$ cat config.mk
export PLATFORM = sky130hd
export DESIGN_NAME = serial_adder
export DESIGN_NICKNAME = d
export VERILOG_FILES = /design/src/rtl/serial_adder.sv
export SDC_FILE = /design/constraint.sdc
export NUM_CORES = 1
export LEC_CHECK = 0
export CAP_MARGIN = 20
export CELL_PAD_IN_SITES_DETAIL_PLACEMENT = 2
export CELL_PAD_IN_SITES_GLOBAL_PLACEMENT = 2
export CORE_ASPECT_RATIO = 1.1
export CORE_UTILIZATION = 30
export CTS_BUF_LIST = sky130_fd_sc_hd__clkbuf_16
export DETAILED_ROUTE_END_ITERATION = 8
export PLACE_DENSITY_LB_ADDON = 0.1
export SLEW_MARGIN = 15
export SYNTH_ARGS = -nofsm -noshare
export SYNTH_HDL_FRONTEND = slang
export SYNTH_SLANG_ARGS = --single-unit
export TNS_END_PERCENT = 5
$ cat constraint.sdc
create_clock -name clk -period 1.3 [get_ports clk]
set_input_delay 0.39 -clock clk [delete_from_list [all_inputs] [get_ports clk]]
set_output_delay 0.39 -clock clk [all_outputs]
set_load 0.005 [all_outputs]
$ cat src/rtl/serial_adder.sv
// ---------------------------------------------------------------------------
// serial_adder
//
// Bit-serial unsigned adder. Two WIDTH-bit operands and a carry-in are
// summed one bit per clock, LSB first, using a single full-adder cell and a
// carry flip-flop. A start/busy/done handshake frames each operation.
//
// Parameters:
//   WIDTH  operand/result width in bits (2..64), default 8
//
// Ports:
//   clk    in   rising-edge clock
//   rst_n  in   asynchronous active-low reset (release synchronous to clk)
//   start  in   request; accepted in IDLE or DONE
//   a      in   operand A, captured when start is accepted
//   b      in   operand B, captured when start is accepted
//   cin    in   carry-in, captured when start is accepted
//   busy   out  high while an addition is in progress
//   done   out  one-cycle pulse, sum/cout valid
//   sum    out  result, held until the next completed operation
//   cout   out  carry-out of bit WIDTH-1, held with sum
//   ovf    out  signed overflow, held with sum (only with the macro below)
//
// Configuration:
//   SERIAL_ADDER_OVF_EN  when defined, adds the ovf output and its flop.
// ---------------------------------------------------------------------------
module serial_adder #(
    parameter int WIDTH = 8
) (
    input  logic             clk,
    input  logic             rst_n,
    input  logic             start,
    input  logic [WIDTH-1:0] a,
    input  logic [WIDTH-1:0] b,
    input  logic             cin,
    output logic             busy,
    output logic             done,
    output logic [WIDTH-1:0] sum,
`ifdef SERIAL_ADDER_OVF_EN
    output logic             cout,
    output logic             ovf
`else
    output logic             cout
`endif
);

    localparam int CNT_W = $clog2(WIDTH);

    typedef enum logic [1:0] {
        IDLE = 2'd0,
        RUN  = 2'd1,
        DONE = 2'd2
    } state_t;

    state_t             r_state;
    state_t             w_nextState;

    logic [WIDTH-1:0]   r_shiftA;
    logic [WIDTH-1:0]   r_shiftB;
    logic [WIDTH-1:0]   r_result;
    logic               r_carry;
    logic [CNT_W-1:0]   r_count;
    logic [WIDTH-1:0]   r_sum;
    logic               r_cout;

    logic               w_accept;
    logic               w_last;
    logic               w_bitSum;
    logic               w_bitCarry;
    logic [WIDTH-1:0]   w_nextResult;

    // A new operation can only be taken when no addition is in flight; in
    // DONE this gives back-to-back operation without an IDLE gap.
    assign w_accept = start && ((r_state == IDLE) || (r_state == DONE));

    // The counter holds the index of the bit being added this cycle, so the
    // final bit is processed when it equals WIDTH-1.
    assign w_last = (r_count == CNT_W'(WIDTH - 1));

    // The single full-adder cell working on the current LSBs and the carry.
    assign w_bitSum   = r_shiftA[0] ^ r_shiftB[0] ^ r_carry;
    assign w_bitCarry = (r_shiftA[0] & r_shiftB[0])
                      | (r_shiftA[0] & r_carry)
                      | (r_shiftB[0] & r_carry);

    // Sum bits enter from the MSB end, so after WIDTH shifts bit 0 has
    // travelled all the way down to position 0.
    assign w_nextResult = {w_bitSum, r_result[WIDTH-1:1]};

    // State register.
    always_ff @(posedge clk or negedge rst_n) begin
        if (!rst_n) begin
            r_state <= IDLE;
        end else begin
            r_state <= w_nextState;
        end
    end

    // Next-state logic: IDLE waits for start, RUN counts out WIDTH bits,
    // DONE lasts one cycle and may immediately accept another start.
    always_comb begin
        w_nextState = r_state;
        case (r_state)
            IDLE:    w_nextState = start ? RUN : IDLE;
            RUN:     w_nextState = w_last ? DONE : RUN;
            DONE:    w_nextState = start ? RUN : IDLE;
            default: w_nextState = IDLE;
        endcase
    end

    // Handshake outputs decode straight from the state register, so busy
    // rises on the accepting edge and done is high for the DONE cycle only.
    always_comb begin
        busy = 1'b0;
        done = 1'b0;
        case (r_state)
            RUN:     busy = 1'b1;
            DONE:    done = 1'b1;
            default: begin
                busy = 1'b0;
                done = 1'b0;
            end
        endcase
    end

    // Datapath: capture operands on acceptance, then shift one bit per RUN
    // cycle. The visible result registers are written only on the last bit
    // edge so partial sums never reach the outputs.
    always_ff @(posedge clk or negedge rst_n) begin
        if (!rst_n) begin
            r_shiftA <= '0;
            r_shiftB <= '0;
            r_result <= '0;
            r_carry  <= 1'b0;
            r_count  <= '0;
            r_sum    <= '0;
            r_cout   <= 1'b0;
        end else if (w_accept) begin
            r_shiftA <= a;
            r_shiftB <= b;
            r_carry  <= cin;
            r_count  <= '0;
        end else if (r_state == RUN) begin
            r_shiftA <= {1'b0, r_shiftA[WIDTH-1:1]};
            r_shiftB <= {1'b0, r_shiftB[WIDTH-1:1]};
            r_result <= w_nextResult;
            r_carry  <= w_bitCarry;
            r_count  <= r_count + CNT_W'(1);
            if (w_last) begin
                r_sum  <= w_nextResult;
                r_cout <= w_bitCarry;
            end
        end
    end

    assign sum  = r_sum;
    assign cout = r_cout;

`ifdef SERIAL_ADDER_OVF_EN
    logic r_ovf;

    // During the last RUN cycle the carry flop still holds the carry into
    // the MSB (written on the previous edge), so XOR with the carry out of
    // the MSB gives two's-complement overflow.
    always_ff @(posedge clk or negedge rst_n) begin
        if (!rst_n) begin
            r_ovf <= 1'b0;
        end else if (!w_accept && (r_state == RUN) && w_last) begin
            r_ovf <= r_carry ^ w_bitCarry;
        end
    end

    assign ovf = r_ovf;
`endif

endmodule

# Yosys cells after proc, flatten, opt, wreduce, memory -nomap -nowiden
# Index checks and enable logic that the tools add are counted.
[op_classes] n_bitwise=8 n_reduce_logical=7 add_sub_neg=1 n_mux=13 n_eq_ne=3
[ops] cell="2-to-1 mux 8 bit" count=4
[ops] cell="2-to-1 mux 3 bit" count=2
[ops] cell="2-to-1 mux 1 bit" count=5
[ops] cell="one-hot mux 2 bit (2 select lines)" count=1
[ops] cell="adder 3 x 1 -> 3 bit, second input constant" count=1
[ops] cell="bitwise AND 1 bit" count=3
[ops] cell="equality test 3 bit, second input constant" count=1
[ops] cell="AND reduction 3 bit" count=1
[ops] cell="equality test 2 x 1 -> 1 bit, second input constant" count=1
[ops] cell="equality test 2 bit, second input constant" count=1
[ops] cell="zero test 2 bit" count=1
[ops] cell="2-to-1 mux 2 bit" count=1
[ops] cell="bitwise OR 1 bit" count=2
[ops] cell="AND reduction 2 bit" count=1
[ops] cell="nonzero test 2 bit" count=1
[ops] cell="OR reduction 2 bit" count=1
[ops] cell="bitwise XOR 1 bit" count=2
[ops] cell="logical AND 1 bit" count=1
[ops] cell="logical OR 1 bit" count=1
[ops] cell="inverter 1 bit" count=1
[totals] inputBits=20 wordCells=40 regBits=39 output_inout_bits=11

# Longest topological paths before layout
[depth] ltp_word=5 ltp_mapped=6 mapped_depth_nobuf=4

# Least setup slack after synthesis
# Ideal clock, no wire load.
[synth_timing] kind="flip-flop to flip-flop" startpoint="reg r_count[0]" endpoint="reg r_count[2]" stages_incl_launch_ff=5 setup_slack_ps=-118 t_arrival_ps=1297 path_cell_list="dfrtp_1 ha_1 ha_1 mux2_2 a22o_1"
[synth_between] elab_chain_len=3
[synth_lines] item="from (decl)" line="62" text="logic [CNT_W-1:0] r_count;"
[synth_lines] item="from (signal assigned)" line="148" text="r_count <= r_count + CNT_W'(1);"
[synth_lines] item="adder 3 x 1 -> 3 bit" line="148"
[synth_lines] item="2-to-1 mux 3 bit" line="143" text="end else if (r_state == RUN) begin"
[synth_lines] item="2-to-1 mux 3 bit" line="138" text="end else if (w_accept) begin"
# Every way passes these cells. The select of a mux whose other input is x is not followed.
# A chain may end at the register's enable or synchronous reset.

# Worst setup path after layout
[layout_timing] startpoint="reg r_state[0]" endpoint="out busy"
[layout_between] elab_chain_len=2
[layout_lines] item="from (decl)" line="55" text="state_t r_state;"
[layout_lines] item="from (signal assigned)" line="95" text="r_state <= w_nextState;"
[layout_lines] item="equality test 2 x 1 -> 1 bit" line="116" text="case (r_state)"
[layout_lines] item="2-to-1 mux 1 bit" line="116"
[layout_lines] item="to (decl)" line="36" text="output logic busy,"
# Every way passes these cells.

==> summary.txt <==
Die
  – Io pins: 31
  – Die H: 82.6 um
  – Die Area: 6220 um^2
  – Core Area: 5730 um^2
  – Initial Util: 0.309
  – Die extent in x: 75.3 um
  – Row count: 29

Yosys
  – Synth area leaders: dfrtp_1, mux2_4, mux2i_1, nand2_1, nor2b_1
  – Mapped Area: 1770 um^2
  – Syn Area/Cell: 11.4 um^2
  – Synth top area share: 0.536
  – FF+latch count, synth: 38
  – Mapped Nets: 178
  – Post-Synthesis Cells: 155
  – Sequential share of the synthesized area: 0.536
  – Yosys warns: 0
  – Synth async-reset ratio: 1.00
  – Number of enable flip-flop cells after synthesis: 0
  – Most frequent cell after synthesis: dfrtp_1
  – Most used DFF post-synth: dfrtp_1
  – Post-synth top cells: dfrtp_1, nand2_1, nor2b_1
  – Count of cell types in the netlist: 24
  – Area leader, netlist: dfrtp_1

Clock network
  – Clock Root Buffer: clkbuf_16
  – Clk sinks: 38
  – TritonCTS buffer count: 5
  – Clock latency on the worst-skew pair: 0.28 ns
  – Longest Clk Path Bufs: 2
  – Hold-fix buffers, CTS: 0
  – CTS HTree Levels: 2
  – TritonCTS clock tree: built
  – Clk slew on worst S/H paths: 0.06 ns

Final layout
  – Total area of sequential cells: 952 um^2
  – Multi-input gate area: 851 um^2
  – Final core utilization: 0.464
  – Layout area overhead: 50.2%
  – Fillers: 619
  – Layout cells sized above 1: 0.327
  – Antenna Cells: 0
  – Fin cells: 288
  – Fin nets: 233
  – Final std cell area, no fill: 2660 um^2

STA
  – Skew final: 0.00452 ns
  – RSZ-0062 raised after global routing: true
  – Final worst-path cycle share: 1.11
  – Final worst slack: -0.141 ns
  – Endpoints failing hold: 0
  – Min Tclk post-route: 1.44 ns
  – Final setup violation count: 20
  – Measured slew at the worst slew-check pin: 0.235 ns
  – Slew Limit Fails: 0
  – Worst slew margin: 0.842
  – Fmax achieved: 694 MHz

Worst setup path
  – Worst R2R Path Depth: 6
  – CP startpoint kind: flip-flop
  – CP Max Fanout: 2
  – Required @ worst endpoint: 0.91 ns
  – CP arrival: 1.05 ns
  – CP Capture Type: output port
  – Crit Path Category: flip-flop to output port

Place
  – Placed cells: 268
  – Placed cell area: 2260 um^2
  – Setup WS pre-CTS: -0.347 ns
  – IO Port Bufs: 30
  – GP Congestion: 0.703
  – Dpl hpwl: 3000 um

Run status
  – Status: finished with violations
  – Failing checks: negative setup slack

Drt
  – First-pass iteration count of the detailed router: 2
  – DRT antenna net count: 0
  – Routed WL: 4510 um
  – Via Count: 1372
  – DRC: 0
  – Vias per cell: 4.76
  – Drt wl/cell: 15.6 um
  – Initial DRC count: 28

Run
  – Max-cap violations: 0

Power
  – Total power draw: 6.59 mW
  – P_leak: 1.19 nW
  – P per Cell Area: 2470 nW/um^2
  – Worst VDD drop: 0.826 mV

Global routing
  – Met2 Use GR: 0.301
  – Busiest grt layer: met2
  – First-pass GRT wire length: 7390 um
  – Largest net degree at the start of global routing: 39
  – M1 GR Usage: 0.186
  – Initial antenna violation count: 0
  – Overflow after GRT: 0
  – Vias in the first global route: 1483
  – M3 GR Usage: 0.0425
  – GRT Total Usage: 0.165

Worst hold path
  – Worst hold-check path type: input pin to async pin
==> where the power goes <==
| group | switching [mW] | internal [mW] |
|---|---|---|
| sequential | 0.394 | 1.75 |
| combinational | 1.22 | 1.64 |
| clock | 0.475 | 1.10 |
| total | 2.09 | 4.50 |
==> state kept, by name (all words and copies together) (netlist names) <==
| signal | flops |
|---|---|
| cout | 1 |
| r_shiftA | 8 |
| r_state | 2 |
| r_count | 3 |
| r_carry | 1 |
| sum | 8 |
| r_shiftB | 8 |
| r_result | 7 |
==> worst paths after layout <==
check | from | slack (ns) | endpoint
min in group clk | r_result[1] | 0.49 | r_result[1]
max in group asynchronous | rst_n | 1.01 | r_state[0]
hold reg to reg | r_result[1] | 0.49 | r_result[1]
setup / recovery | r_state[0] | -0.14 | busy
hold / removal | rst_n | 0.06 | sum[5]
setup reg to reg | r_state[0] | -0.10 | sum[2]
==> cell families after synthesis <==
kind of cell / count (synthesis) / share of synthesized area
compound gates: 30 / 0.110
xor+xnor: 1 / 0.00494
simple gates: 51 / 0.145
mux: 20 / 0.140
buf+inv: 12 / 0.0381
flops: 38 / 0.536
fa+ha+maj: 3 / 0.0254
==> metal layers <==
layer	up-vias	wire length (um)
met5	-	0
met4	0	27
met3	2	173
met2	27	2470
met1	697	1840
li1	646	-
==> critical path, stage by stage, from the launching register on <==
cell      delay [ns]
dfrtp_2         0.42
buf_6           0.13
nand2b_4        0.08
inv_6           0.04
buf_6           0.10
==> cells in the final DEF (no fill, tap or decap), types with 5 or more instances in the layout <==
master	synthesis	layout
a211oi_2	0	5
a21oi_1	9	9
buf_4	0	20
buf_6	1	6
clkbuf_16	0	5
clkdlybuf4s15_1	0	9
clkdlybuf4s50_1	0	17
dfrtp_1	38	37
mux2_4	9	10
mux2i_1	9	9
nand2_1	22	22
nor2_1	8	8
nor2b_1	11	10
nor3_1	6	6
o22ai_2	0	6
==> metrics by stage <==
step                      hold slack [ns]  TNS (ns)
after floorplan                    0.0944   -0.0357
after global placement              0.375     -6.20
after detailed placement            0.380     -7.27
after CTS                          0.0793     -1.18
after global routing               0.0802     -2.26
final                              0.0615     -1.41
==> what timing repair did <==
action / in CTS / in global routing
cloned: 0 / 0
pin swaps: 6 / 1
gates resized for setup: 51 / 4
setup buffers: 12 / 0
setup endpoints to repair: 38 / 23
==> cell type report <==
class / instances / area share
clock buffer: 5 / 0.0470
multi-input combinational: 105 / 0.320
timing repair buffer: 58 / 0.209
tap: 77 / 0.0362
clock inverter: 3 / 0.0258
sequential: 38 / 0.358
inverter: 2 / 0.00470
No activity file was read; power rests on OpenSTA's default activity.
